==> src/rtl/cmp_bist_pkg.sv <==
// Shared definitions for the set-less-than BIST engine.
// Holds the FSM state encoding, the directed-vector count, the LFSR
// polynomial/seed and the "no failure seen" marker for first_fail_idx.
package cmp_bist_pkg;

  typedef enum logic [2:0] {
    ST_IDLE,
    ST_DIRECTED,
    ST_RANDOM,
    ST_DRAIN,
    ST_DONE
  } state_t;

  localparam int          NUM_DIRECTED  = 8;
  localparam logic [31:0] LFSR_POLY     = 32'h8020_0003;
  localparam logic [31:0] LFSR_SEED     = 32'hACE1_2024;
  localparam logic [7:0]  FAIL_IDX_NONE = 8'hFF;

  // One Galois step: shift right, fold the polynomial back in when the
  // bit shifted out was set.
  function automatic logic [31:0] lfsr_advance(input logic [31:0] s);
    return (s >> 1) ^ (s[0] ? LFSR_POLY : 32'h0);
  endfunction

endpackage

==> src/rtl/cmp_bist_lfsr.sv <==
// 32-bit Galois LFSR that advances two steps per enabled cycle so that
// one operand pair can be produced every clock.
// Ports:
//   clk, rst_n   clock, synchronous active-low reset (reloads the seed)
//   load         reload the seed
//   step         advance by two steps
//   rand0/rand1  low OUT_W bits of the first/second step from the
//                current state (the pair the next vector will use)
module cmp_bist_lfsr #(
  parameter int OUT_W = 32
) (
  input  logic             clk,
  input  logic             rst_n,
  input  logic             load,
  input  logic             step,
  output logic [OUT_W-1:0] rand0,
  output logic [OUT_W-1:0] rand1
);
  import cmp_bist_pkg::*;

  logic [31:0] state_q;
  logic [31:0] step1;
  logic [31:0] step2;

  // Both look-ahead steps are combinational so a vector is ready before
  // the edge that consumes it.
  always_comb begin
    step1 = lfsr_advance(state_q);
    step2 = lfsr_advance(step1);
  end

  // The state only moves when a random vector is actually consumed.
  always_ff @(posedge clk) begin
    if (!rst_n)    state_q <= LFSR_SEED;
    else if (load) state_q <= LFSR_SEED;
    else if (step) state_q <= step2;
  end

  assign rand0 = step1[OUT_W-1:0];
  assign rand1 = step2[OUT_W-1:0];

endmodule

==> src/rtl/cmp_bist.sv <==
// Self-checking stimulus/checker engine for a set-less-than comparator.
// Drives 8 directed corner pairs then NUM_RAND LFSR pairs, one per
// cycle, and checks the DUT result LAT cycles later against a golden
// signed/unsigned compare.
// Ports:
//   clk, rst_n          clock, synchronous active-low reset
//   start               run request (honoured in IDLE/DONE only)
//   unsigned_mode       compare mode, latched on an accepted start
//   dut_result          comparator output under test
//   operand0/operand1   registered stimulus pair
//   op_valid, busy      live vector / run in progress
//   done, pass          run finished / no mismatches seen
//   err_count           saturating mismatch count
//   first_fail_idx      index of first mismatching vector, FF if none
module cmp_bist #(
  parameter int WIDTH    = 32,
  parameter int NUM_RAND = 16,
  parameter int LAT      = 0
) (
  input  logic             clk,
  input  logic             rst_n,
  input  logic             start,
  input  logic             unsigned_mode,
  input  logic [WIDTH-1:0] dut_result,
  output logic [WIDTH-1:0] operand0,
  output logic [WIDTH-1:0] operand1,
  output logic             op_valid,
  output logic             busy,
  output logic             done,
  output logic             pass,
  output logic [7:0]       err_count,
  output logic [7:0]       first_fail_idx
);
  import cmp_bist_pkg::*;

  localparam int NUM_VEC = NUM_DIRECTED + NUM_RAND;

  localparam logic [WIDTH-1:0] VAL_ZERO = '0;
  localparam logic [WIDTH-1:0] VAL_ONE  = WIDTH'(1);
  localparam logic [WIDTH-1:0] VAL_TWO  = WIDTH'(2);
  localparam logic [WIDTH-1:0] VAL_ONES = '1;
  localparam logic [WIDTH-1:0] VAL_MIN  = {1'b1, {(WIDTH-1){1'b0}}};
  localparam logic [WIDTH-1:0] VAL_MAX  = {1'b0, {(WIDTH-1){1'b1}}};

  // Corner pairs, returned as {operand0, operand1}.
  function automatic logic [2*WIDTH-1:0] directed_vec(input logic [2:0] k);
    case (k)
      3'd0:    return {VAL_ZERO, VAL_ZERO};
      3'd1:    return {VAL_MIN, VAL_MAX};
      3'd2:    return {VAL_MAX, VAL_MIN};
      3'd3:    return {VAL_ONES, VAL_ONE};
      3'd4:    return {VAL_ONE, VAL_TWO};
      3'd5:    return {VAL_ONES, VAL_ONES};
      3'd6:    return {VAL_MIN, VAL_MIN + VAL_ONE};
      3'd7:    return {VAL_MAX - VAL_ONE, VAL_MAX};
      default: return {VAL_ZERO, VAL_ZERO};
    endcase
  endfunction

  state_t             state_q, state_d;
  logic [7:0]         idx_q;
  logic [7:0]         nxt_idx;
  logic [1:0]         drain_q;
  logic               mode_q;
  logic               start_ok;
  logic               load_vec;
  logic               lfsr_step;
  logic [2*WIDTH-1:0] next_vec;
  logic [WIDTH-1:0]   rand0, rand1;
  logic               exp_now;
  logic               chk_valid;
  logic               chk_exp;
  logic [7:0]         chk_idx;
  logic               mismatch;

  assign start_ok = start && ((state_q == ST_IDLE) || (state_q == ST_DONE));

  cmp_bist_lfsr #(.OUT_W(WIDTH)) u_lfsr (
    .clk   (clk),
    .rst_n (rst_n),
    .load  (start_ok),
    .step  (lfsr_step),
    .rand0 (rand0),
    .rand1 (rand1)
  );

  // State register.
  always_ff @(posedge clk) begin
    if (!rst_n) state_q <= ST_IDLE;
    else        state_q <= state_d;
  end

  // Next-state logic; empty RANDOM or DRAIN phases are skipped outright.
  always_comb begin
    state_d = state_q;
    unique case (state_q)
      ST_IDLE, ST_DONE:
        if (start) state_d = ST_DIRECTED;
      ST_DIRECTED:
        if (idx_q == 8'(NUM_DIRECTED - 1))
          state_d = (NUM_RAND > 0) ? ST_RANDOM : ((LAT > 0) ? ST_DRAIN : ST_DONE);
      ST_RANDOM:
        if (idx_q == 8'(NUM_VEC - 1))
          state_d = (LAT > 0) ? ST_DRAIN : ST_DONE;
      ST_DRAIN:
        if (drain_q == 2'(LAT - 1)) state_d = ST_DONE;
      default:
        state_d = ST_IDLE;
    endcase
  end

  // Status outputs are pure functions of the state; pass is only
  // meaningful once done, so it is qualified by it.
  always_comb begin
    op_valid = (state_q == ST_DIRECTED) || (state_q == ST_RANDOM);
    busy     = op_valid || (state_q == ST_DRAIN);
    done     = (state_q == ST_DONE);
    pass     = done && (err_count == 8'd0);
  end

  // Pick the pair to register at the coming edge: vector 0 on start,
  // otherwise the vector after the current one while any remain.
  always_comb begin
    nxt_idx   = idx_q + 8'd1;
    load_vec  = 1'b0;
    lfsr_step = 1'b0;
    next_vec  = directed_vec(3'd0);
    if (start_ok) begin
      load_vec = 1'b1;
    end else if (op_valid && (nxt_idx < 8'(NUM_VEC))) begin
      load_vec = 1'b1;
      if (nxt_idx < 8'(NUM_DIRECTED)) begin
        next_vec = directed_vec(nxt_idx[2:0]);
      end else begin
        next_vec  = {rand0, rand1};
        lfsr_step = 1'b1;
      end
    end
  end

  // Vector index, drain counter, latched mode and operand registers.
  always_ff @(posedge clk) begin
    if (!rst_n) begin
      idx_q    <= 8'd0;
      drain_q  <= 2'd0;
      mode_q   <= 1'b0;
      operand0 <= '0;
      operand1 <= '0;
    end else begin
      if (start_ok) begin
        idx_q  <= 8'd0;
        mode_q <= unsigned_mode;
      end else if (op_valid) begin
        idx_q <= nxt_idx;
      end
      drain_q <= (state_q == ST_DRAIN) ? drain_q + 2'd1 : 2'd0;
      if (load_vec) {operand0, operand1} <= next_vec;
    end
  end

  // Golden compare on the pair currently presented to the DUT.
  always_comb begin
    if (mode_q) exp_now = (operand0 < operand1);
    else        exp_now = ($signed(operand0) < $signed(operand1));
  end

  // Expected value and index travel LAT cycles to line up with the DUT.
  if (LAT == 0) begin : g_nopipe
    assign chk_valid = op_valid;
    assign chk_exp   = exp_now;
    assign chk_idx   = idx_q;
  end else begin : g_pipe
    logic [LAT-1:0] pipe_valid;
    logic [LAT-1:0] pipe_exp;
    logic [7:0]     pipe_idx [LAT];

    // Only the valid bits need clearing; data is ignored while invalid.
    always_ff @(posedge clk) begin
      if (!rst_n) begin
        pipe_valid <= '0;
      end else begin
        pipe_valid[0] <= op_valid;
        for (int i = 1; i < LAT; i++) pipe_valid[i] <= pipe_valid[i-1];
      end
    end

    // Expected/index payload shifts every cycle alongside the valid bits.
    always_ff @(posedge clk) begin
      pipe_exp[0] <= exp_now;
      pipe_idx[0] <= idx_q;
      for (int i = 1; i < LAT; i++) begin
        pipe_exp[i] <= pipe_exp[i-1];
        pipe_idx[i] <= pipe_idx[i-1];
      end
    end

    assign chk_valid = pipe_valid[LAT-1];
    assign chk_exp   = pipe_exp[LAT-1];
    assign chk_idx   = pipe_idx[LAT-1];
  end

  // Anything but a clean 0/1 in bit 0 counts as a mismatch.
  assign mismatch = chk_valid &&
                    ((dut_result[0] != chk_exp) || (dut_result[WIDTH-1:1] != '0));

  // Error bookkeeping; a zero count means no mismatch has been seen yet,
  // which identifies the first failure without a separate flag.
  always_ff @(posedge clk) begin
    if (!rst_n) begin
      err_count      <= 8'd0;
      first_fail_idx <= FAIL_IDX_NONE;
    end else if (start_ok) begin
      err_count      <= 8'd0;
      first_fail_idx <= FAIL_IDX_NONE;
    end else if (mismatch) begin
      if (err_count != 8'hFF) err_count <= err_count + 8'd1;
      if (err_count == 8'd0)  first_fail_idx <= chk_idx;
    end
  end

endmodule
==> config.mk <==
export PLATFORM = sky130hd
export DESIGN_NAME = cmp_bist
export DESIGN_NICKNAME = d
export VERILOG_FILES = /design/src/rtl/cmp_bist_pkg.sv /design/src/rtl/cmp_bist_lfsr.sv /design/src/rtl/cmp_bist.sv
export SDC_FILE = /design/constraint.sdc
export NUM_CORES = 1
export LEC_CHECK = 0
export ABC_AREA = 0
export CORE_MARGIN = 1.5
export CORE_UTILIZATION = 35
export DETAILED_ROUTE_END_ITERATION = 8
export PLACE_DENSITY = 0.6
export REMOVE_ABC_BUFFERS = 1
export SYNTH_ARGS = -nofsm -noshare
export SYNTH_HDL_FRONTEND = slang
export SYNTH_HIERARCHICAL = 1
export SYNTH_SLANG_ARGS = --single-unit
==> constraint.sdc <==
create_clock -name clk -period 2.85 [get_ports clk]
set_input_delay 0.285 -clock clk [delete_from_list [all_inputs] [get_ports clk]]
set_output_delay 0.285 -clock clk [all_outputs]
set_load 0.05 [all_outputs]
==> metrics.cfg, run 1 <==
[synth]
synth-seq-area-share = 0.3751
avgSynthCellArea_sq_um = 8.438
yosysTopAreaCell = dfxtp_1
synth.most_common_cell = dfxtp_1
syn_area_sq_mm = 0.006725
synth_top_flop_cell = dfxtp_1
synth-async-reset-ratio = 0
synthCells = 797
synth-warning-count = 6
ys_ff_latch = 126
synth_top_area_frac = 0.3751
synth_edf_count = 0
synth_area_leaders = dfxtp_1, ha_1, a21boi_0, buf_4, nand2_1
synth_common_cells = dfxtp_1, nand2_1, o21ai_0, a21boi_0, buf_4
ys_types = 55

[power]
switching_share = 0.3932
power_density_mw_per_mm2 = 837.9
combPwrFrac = 0.427
power.internal_w = 0.004443
power.switching_w = 0.002879
p_seq_frac = 0.300
clkPwrFrac = 0.273
p_leak_nw = 3.316
ir_drop_uv = 514.0

[placed_design]
dpl.hpwl_mm = 11.44
place_ws_ps = -137.0
globalplace.congestion = 0.7922
dp_cells = 1105
dpl_cell_area_sq_mm = 0.008102
numPortBuffers = 119

[cts]
clk_path_buf_depth = 2
cts_tree = done
cts_buffers = 17
insertion_delay_ps = 410
cts-htree-levels = 4
cts_sinks = 126
ctsHoldBuffers = 0
clk_pin_slew_ps = 60
root_buffer = clkbuf_16

[routing]
first_pass_iters = 7
num_vias = 5639
wl_mm = 16.21
wl_per_cell_microns = 14.25
ant_nets = 0
post_drt_via_cell_ratio = 4.960
drc = 0
drt_iter0_drc = 324

[layout]
design_area_sq_mm = 0.008738
syn2layout_area_growth_pct = 29.93
nets = 967
n_antenna_cell = 0
layoutNonFillerInstCount = 1137
regArea_sq_mm = 0.002530
fill_cells = 1834
layout-drive-gt1-share = 0.1351
multi_input_area_sq_mm = 0.003497

[sta]
worstMarginPinSlew_ps = 603.2
finalCriticalPeriod_ps = 2784
slew_viol_final = 0
max_freq_mhz = 359.2
rsz0062_at_grt = yes
hold_viol_final = 0
hold_slack_ps = 421.5
post-route-period-util = 0.9767
setup_viol = 0
tns_ps = 0
skew_ps = 10.70
relSlewSlack = 0.5969
worst_slack_ps = 66.33

[min_path]
hold_depth = 1
hold_path_class = reg -> reg
min_to = drain_q[0]
hold_start = drain_q[0]

[critical_path]
cp.depth = 10
worst-path-buf-inv = 1
max_stage_delay_ps = 480
crit_family = compound AO/OA/AOI/OAI gates
crit_slowest_cell = or4_1
rrSetupSlack_ps = 70
timing.rr.start = operand1[2]
crit_type = reg -> reg
startpoint_type = flop
r2r_cells = 10
crit_path_max_fanout = 6
r2r-end = first_fail_idx[5]
cp-end-kind = flop
crit_chain = inv_2, ha_4, a211o_1, a31oi_2, o221ai_2, a211o_1, a32o_2, or2_4, or4_1, o31a_1
crit_top_cell = a211o_1
cp.required_ps = 3160
arrival_ps = 3090

[die]
core_area_sq_mm = 0.01877
io-pin-count = 120
die_area_sq_mm = 0.02005
die_h_microns = 141.6
die_w_microns = 141.6
rows = 50
initial_core_util = 0.3583

[grt]
grt_pass1_wl_mm = 26.59
grt_pass1_vias = 5317
grtUsageTotal = 0.1681
grt_overflow_total = 0
antenna_found_initial = 0
grt_max_degree = 47

[run_status]
status = finished, final reports clean

[flow_run]
max_cap_violations = 0

cells by family (layout without fill, tap and decap cells):
kind of cell / Yosys count / after routing / share of synthesized area
simple gates: 239 / 240 / 0.1700
flops: 126 / 126 / 0.3751
buf+inv: 146 / 251 / 0.1202
fa+ha+maj: 38 / 38 / 0.07070
compound gates: 193 / 193 / 0.1818
xor+xnor: 20 / 20 / 0.02995
mux: 35 / 35 / 0.05228
layer usage:
metal,up-vias,global-route usage,share of wire
met5,-,0,0
met4,0,0.04558,0.0070
met3,8,0.05029,0.054
met2,148,0.2662,0.45
met1,2597,0.2224,0.49
li1,2886,-,-
worst max path at each step:
| stage | startpoint | endpoint | slack, ps |
|---|---|---|---|
| global route | operand1[2] | first_fail_idx[4] | -10 |
| floorplan | chk_idx[0] | u_lfsr/state_q[21] | -2390 |
| global placement | operand1[2] | first_fail_idx[5] | -160 |
| finish | operand1[2] | first_fail_idx[5] | 70 |
| detailed placement | operand1[2] | first_fail_idx[1] | -140 |
| CTS | operand1[2] | first_fail_idx[4] | -50 |
area by class of cell:
cell class	count	share of cell area
multi-input combinational	526	0.4002
tap	234	0.03351
clock buffer	22	0.05427
sequential	126	0.2895
inverter	41	0.01761
clock inverter	7	0.007446
timing repair buffer	181	0.1975
power by group through the flow:
| stage | clock network (W) | logic, W | registers (W) |
|---|---|---|---|
| after detailed placement | 0 | 0.00308 | 0.00222 |
| after floorplan | 0 | 0.00106 | 0.00300 |
| after CTS | 0.00204 | 0.00311 | 0.00219 |
| after global routing | 0.00214 | 0.00339 | 0.00223 |
| after global placement | 0 | 0.00307 | 0.00222 |
| final | 0.00200 | 0.00313 | 0.00219 |
sequential cells by signal, summed over array words and instances (netlist names):
| name | flops |
|---|---|
| operand0 | 32 |
| operand1 | 32 |
| u_lfsr/state_q | 32 |
| chk_idx | 8 |
| err_count | 8 |
| first_fail_idx | 8 |
| state_q | 3 |
| drain_q | 2 |
| mode_q | 1 |
cells in the final DEF (no fill, tap or decap), drive strengths merged, types with 10 or more instances in the layout:
| cell | synthesis | routed |
|---|---|---|
| nand3 | 10 | 10 |
| clkbuf | 37 | 22 |
| dfxtp | 126 | 126 |
| o21ai | 74 | 74 |
| buf | 68 | 64 |
| a21boi | 60 | 60 |
| nor2 | 50 | 50 |
| inv | 40 | 40 |
| xor2 | 14 | 14 |
| clkdlybuf4s50 | 0 | 117 |
| nor3 | 10 | 10 |
| ha | 38 | 38 |
| a21oi | 28 | 28 |
| mux2i | 34 | 34 |
| nand4 | 14 | 14 |
| nand2 | 98 | 98 |
through the flow:
| stage | total power [W] | utilization |
|---|---|---|
| floorplan | 0.004065 | - |
| global placement | 0.005292 | 0.4317 |
| detailed placement | 0.005307 | 0.4317 |
| CTS | 0.007346 | 0.4628 |
| global route | 0.007758 | 0.4656 |
| finish | 0.007322 | 0.4656 |
timing repair:
action	CTS	global route
pin swaps	11	5
gates cloned	2	0
endpoints found under the setup margin	13	15
hold endpoints to repair	0	0
buffers inserted	1	0
resized for setup	9	10
(Power assumes the default switching activity.)
==> run 2, diff against run 1 <==
- PLACE_DENSITY: 0.6 -> 0.61
- SKIP_LAST_GASP: unset -> 1
- SYNTH_HIERARCHICAL: 1 -> unset
==> run 2 against run 1 <==
Register-to-register slack better by 80 ps. Design area fell by 7.5%. Clock power grew 6%. Clock skew decreased by 2.6 ps. Final cell count shrank 2.9%. Count of clock-buffer cells in the layout up 2. Synthesized cell count decreased by 6.5%. Largest power group is now clock. Critical path depth is the same. Sequential power fell by 8%.
==> metrics.cfg, run 2 <==
[synth]
synth_edf_count = 0  ; unchanged
synth-seq-area-share = 0.4276  ; +0.05250
synthCells = 745  ; -6.5%
synth-warning-count = 0  ; -6
syn_area_sq_mm = 0.005899  ; -12%
synth.most_common_cell = nand2_1
synth_common_cells = nand2_1, dfxtp_1, o21ai_0, nor2_1
yosysTopAreaCell = dfxtp_1
ys_ff_latch = 126  ; unchanged
avgSynthCellArea_sq_um = 7.919  ; -6.2%
synth_top_flop_cell = dfxtp_1
synth_area_leaders = dfxtp_1, nand2_1, o21ai_0, ha_1, a21oi_1
ys_types = 45  ; -18%
synth-async-reset-ratio = 0  ; unchanged
synth_top_area_frac = 0.4276  ; +0.05250

[cts]
clk_path_buf_depth = 2  ; unchanged
cts-htree-levels = 4  ; unchanged
cts_buffers = 17  ; unchanged
postCtsSetupRepairBufs = 0  ; -1
ctsHoldBuffers = 0  ; unchanged
cts_sinks = 126  ; unchanged
insertion_delay_ps = 420  ; about the same
root_buffer = clkbuf_16
cts_tree = done
clk_pin_slew_ps = 50  ; about the same

[sta]
finalCriticalPeriod_ps = 2704  ; -79.24 ps
hold_viol_final = 0  ; unchanged
setup_viol = 0  ; unchanged
hold_slack_ps = 426.1  ; +4.526 ps
relSlewSlack = 0.6324  ; +0.03549
rsz0062_at_grt = no
skew_ps = 8.066  ; -2.638 ps
post-route-period-util = 0.9489  ; -0.02780
max_freq_mhz = 369.8  ; +2.9%
slew_viol_final = 0  ; unchanged
worstMarginPinSlew_ps = 549.7  ; -53.50 ps

[critical_path]
crit_type = reg -> reg
worst-path-buf-inv = 1  ; unchanged
max_stage_delay_ps = 360  ; -120 ps
crit_chain = inv_1, ha_1, a211o_1, a31oi_1, o221ai_1, a211o_1, a32o_1, or2_2, or3_1, a21oi_1
crit_path_max_fanout = 6  ; unchanged
crit_top_cell = a211o_1
cp.required_ps = 3200  ; +40 ps
cp-end-kind = flop
startpoint_type = flop
crit_family = compound AO/OA/AOI/OAI gates
arrival_ps = 3050  ; -40 ps
crit_slowest_cell = or3_1

[placed_design]
numPortBuffers = 119  ; unchanged
dpl.hpwl_mm = 11.13  ; -2.7%
globalplace.congestion = 0.8172  ; +3.2%
dpl_cell_area_sq_mm = 0.007488  ; -7.6%
dp_cells = 1074  ; -2.8%

[routing]
first_pass_iters = 5  ; -2
num_vias = 5414  ; -4.0%
ant_nets = 0  ; unchanged
drc = 0  ; unchanged
wl_mm = 15.25  ; -5.9%
post_drt_via_cell_ratio = 4.904  ; -1.1%
drt_iter0_drc = 242  ; -25%
wl_per_cell_microns = 13.81  ; -3.1%

[layout]
n_antenna_cell = 0  ; unchanged
layoutNonFillerInstCount = 1104  ; -2.9%
fill_cells = 1608  ; -12%
final_common_cell = nand2_1
final_cell_mix = nand2_1, dfxtp_1, clkdlybuf4s50_1, o21ai_0, nor2_1
largestRegisters = operand0 (32), operand1 (32), u_lfsr.state_q (32)
syn2layout_area_growth_pct = 37.03
layout-drive-gt1-share = 0.09050  ; -0.04461
design_area_sq_mm = 0.008084  ; -7.5%
fin_util = 0.4892  ; +0.02361
nets = 946  ; -2.2%

[die]
die_w_microns = 132.8  ; -6.2%
die_area_sq_mm = 0.01764  ; -12%
core_area_sq_mm = 0.01652  ; -12%
die_h_microns = 132.8  ; -6.2%
rows = 47  ; -6.0%
io-pin-count = 120  ; unchanged
initial_core_util = 0.3570  ; -0.001326

[grt]
grt_pass1_vias = 5032  ; -5.4%
antenna_found_initial = 0  ; unchanged
grtUsageTotal = 0.1763  ; +0.008196
grt_overflow_total = 0  ; unchanged
grt_pass1_wl_mm = 24.91  ; -6.3%
grt_max_degree = 41  ; -13%

[power]
clkPwrFrac = 0.374  ; +0.101
combPwrFrac = 0.273  ; -0.154
p_leak_nw = 3.153  ; -4.9%
switching_share = 0.3238  ; -0.06940
p_total_w = 0.005698  ; -22%
power_density_mw_per_mm2 = 704.8  ; -16%
ir_drop_uv = 435.6  ; -15%
power.internal_w = 0.003853  ; -13%
p_seq_frac = 0.352  ; +0.052
power.switching_w = 0.001845  ; -36%

[min_path]
hold_path_class = reg -> reg

[flow_run]
max_cap_violations = 0  ; unchanged

[run_status]
status = finished, final reports clean

-- run 2: repair_timing --
| item | in CTS | in global routing |
|---|---|---|
| pin swaps | 0 | 2 |
| endpoints found under the setup margin | 8 | 15 |
| gates resized for setup | 2 | 3 |
| hold endpoints to repair | 0 | 0 |
-- run 2: logic make-up after synthesis --
logic type               count (synthesis)  synth area share
flip-flops                             126            0.4276
XOR/XNOR                                19           0.02821
adder cells (fa/ha/maj)                 37           0.07847
buffers and inverters                   89           0.05790
AND/OR/NAND/NOR                        285            0.2182
multiplexers                            12           0.02036
AO/OA/AOI/OAI                          177            0.1692
-- run 2: power groups by stage --
stage               Combinational (W)  Clock (W)  Sequential, W
finish                        0.00156    0.00213        0.00201
global route                  0.00167    0.00225        0.00203
global placement              0.00155          0        0.00204
detailed placement            0.00156          0        0.00204
CTS                           0.00157    0.00217        0.00201
floorplan                    0.000519          0        0.00248
-- run 2: path summary, 6_finish.rpt --
check | from | end | slack (ps) | depth (start not counted)
min reg2reg | drain_q[0] | drain_q[0] | 430 | 1
min | drain_q[0] | drain_q[0] | 430 | 1
max | operand1[2] | err_count[4] | 150 | 10
max reg2reg | operand1[2] | err_count[4] | 150 | 10
-- run 2: layer usage --
layer / GRT usage / vias up / wire length [microns]
met3: 0.04100 / 21 / 659
met4: 0.06777 / 0 / 238
li1: - / 2807 / -
met1: 0.2329 / 2475 / 7288
met2: 0.2792 / 111 / 7063
met5: 0 / - / 0
-- run 2: layout make-up --
class                      count  area, sq um  share of cell area
tap                          220        275.3             0.03405
timing repair buffer         156         1491              0.1845
clock buffer                  24        501.7             0.06206
multi-input combinational    530         3053              0.3777
clock inverter                 6        82.58             0.01022
inverter                      42        157.7             0.01950
sequential                   126         2522              0.3120
-- run 2: through the flow --
stage | TNS (ps) | setup WS, ps
detailed placement | -585.7 | -76.95
global route | 0 | 5.424
global placement | 0 | 16.20
finish | 0 | 145.6
CTS | 0 | 54.44
floorplan | -45050 | -730.3
==> run 3, diff against run 2 <==
- CORE_MARGIN: 1.5 -> unset
==> run 3 against run 2 <==
Critical path type unchanged. Critical path depth unchanged. Register-to-register slack about the same. Highest routed layer unchanged. Clock power down 2%. Largest cell class unchanged. Design area down 0.12%. Die area down 1.5%. Wire length down 0.49%. Sequential power about the same. Fmax down 0.37%. Count of clock-buffer cells in the layout down 1. Final cell count down 0.18%.
==> metrics.cfg, run 3 (same netlist as run 2, synthesis figures left out) <==
[run_status]
status = finished, final reports clean

[die]
die_w_microns = 131.8  ; -0.75%
io-pin-count = 120  ; unchanged
die_area_sq_mm = 0.01738  ; -1.5%
rows = 47  ; unchanged
core_area_sq_mm = 0.01652  ; unchanged
initial_core_util = 0.3570  ; unchanged
die_h_microns = 131.8  ; -0.75%

[critical_path]
crit_path_max_fanout = 6  ; unchanged
startpoint_type = flop
crit_slowest_cell = or3_1
arrival_ps = 3060  ; about the same
crit_chain = inv_1, ha_1, a21oi_1, o21ai_1, a221o_1, a211o_1, a32o_1, or2_2, or3_1, a21oi_1
max_stage_delay_ps = 360  ; about the same
cp.required_ps = 3190  ; about the same
crit_type = reg -> reg
crit_top_cell = a21oi_1
cp-end-kind = flop

[sta]
hold_viol_final = 0  ; unchanged
max_freq_mhz = 368.4  ; -0.37%
rsz0062_at_grt = yes
setup_viol = 0  ; unchanged
worstMarginPinSlew_ps = 558.3  ; +8.674 ps
skew_ps = 8.888  ; +0.8217 ps
tns_ps = 0  ; unchanged
relSlewSlack = 0.6266  ; -0.005801
slew_viol_final = 0  ; unchanged
finalCriticalPeriod_ps = 2715  ; +10.15 ps
post-route-period-util = 0.9525  ; +0.003563

[routing]
first_pass_iters = 4  ; -1
num_vias = 5372  ; -0.78%
drt_iter0_drc = 230  ; -5.0%
ant_nets = 0  ; unchanged
drc = 0  ; unchanged
wl_mm = 15.18  ; -0.49%
wl_per_cell_microns = 13.77  ; -0.30%
post_drt_via_cell_ratio = 4.875  ; -0.60%

[placed_design]
globalplace.congestion = 0.7659  ; -6.3%
numPortBuffers = 119  ; unchanged
dpl.hpwl_mm = 10.95  ; -1.6%

[grt]
grt_max_degree = 34  ; -17%
grt_pass1_wl_mm = 24.96  ; +0.19%
grt_overflow_total = 0  ; unchanged
grtUsageTotal = 0.1788  ; +0.002439
antenna_found_initial = 0  ; unchanged
grt_pass1_vias = 4954  ; -1.6%

[power]
p_seq_frac = 0.355  ; +0.003
power_density_mw_per_mm2 = 699.4  ; -0.76%
power.internal_w = 0.003746  ; -2.8%
switching_share = 0.3366  ; +0.01281
p_leak_nw = 3.131  ; -0.68%
p_total_w = 0.005647  ; -0.88%
ir_drop_uv = 440.3  ; +1.1%
power.switching_w = 0.001901  ; +3.0%
combPwrFrac = 0.276  ; +0.003
clkPwrFrac = 0.369  ; -0.005

[layout]
n_antenna_cell = 0  ; unchanged
final_cell_mix = nand2_1, dfxtp_1, clkdlybuf4s50_1, o21ai_0, nor2_1
final_common_cell = nand2_1
fill_cells = 1577  ; -1.9%
nets = 942  ; -0.42%
layout-drive-gt1-share = 0.09070  ; +0.0002052
largestRegisters = operand0 (32), operand1 (32), u_lfsr.state_q (32)
syn2layout_area_growth_pct = 36.86

[cts]
clk_pin_slew_ps = 60  ; about the same
cts_buffers = 17  ; unchanged
cts_sinks = 126  ; unchanged
cts_tree = done
insertion_delay_ps = 420  ; about the same
root_buffer = clkbuf_16
postCtsSetupRepairBufs = 0  ; unchanged
clk_path_buf_depth = 2  ; unchanged
cts-htree-levels = 4  ; unchanged

[flow_run]
max_cap_violations = 0  ; unchanged

[min_path]
hold_path_class = reg -> reg

## run 3: cell type report
cell class	instances	area, sq um	area share
clock inverters	9	85.08	0.01054
multi-input cells	530	3072	0.3804
repair buffers	152	1474	0.1826
clock buffers	23	488.0	0.06044
flip-flops and latches	126	2522	0.3124
well taps	220	275.3	0.03409
inverters	42	157.7	0.01953
## run 3: layer usage
metal,GRT usage,vias to the layer above,wire [microns]
li1,-,2793,-
met1,0.2393,2493,7559
met2,0.2881,76,7053
met3,0.04191,10,442
met4,0.04651,0,120
met5,0,-,0
## run 3: stage by stage
stage	instance area (sq um)	utilization	setup slack [ps]	hold slack [ps]	std cells
final	8074	0.4886	135.4	422.7	1102
after global routing	8074	0.4886	-3.140	434.2	1102
after CTS	8046	0.4869	6.721	420.2	1102
after detailed placement	7471	0.4521	-48.52	411.2	1070
after global placement	7471	0.4521	16.46	414.7	1070
after floorplan	5715	-	-730.3	398.7	698
## run 3: path summary, 6_finish.rpt
path | from | endpoint | slack (ps) | depth (start not counted)
worst min register to register | drain_q[0] | drain_q[0] | 420 | 1
worst max-delay path | operand1[23] | err_count[5] | 140 | 10
worst min-delay path | drain_q[0] | drain_q[0] | 420 | 1
worst max register to register | operand1[23] | err_count[5] | 140 | 10
## run 3: critical path, delay by kind of cell, from the launching register on
kind                     cells  cell delay [ps]
adder cells (fa/ha/maj)      1              300
AO/OA/AOI/OAI                6             1300
buffers and inverters        1               50
AND/OR/NAND/NOR              2              680
flip-flops                   1              330
## run 3: what timing repair did
action	CTS	global route
pin swaps	0	2
endpoints found under the setup margin	9	15
gates resized for setup	2	5
hold buffers	0	0
## run 3: power groups by stage
stage	registers, W	logic, W	clock network, W
after CTS	0.00201	0.00155	0.00212
after global placement	0.00204	0.00154	0
after global routing	0.00202	0.00168	0.00220
final	0.00200	0.00156	0.00209
after detailed placement	0.00204	0.00154	0
after floorplan	0.00248	0.000519	0
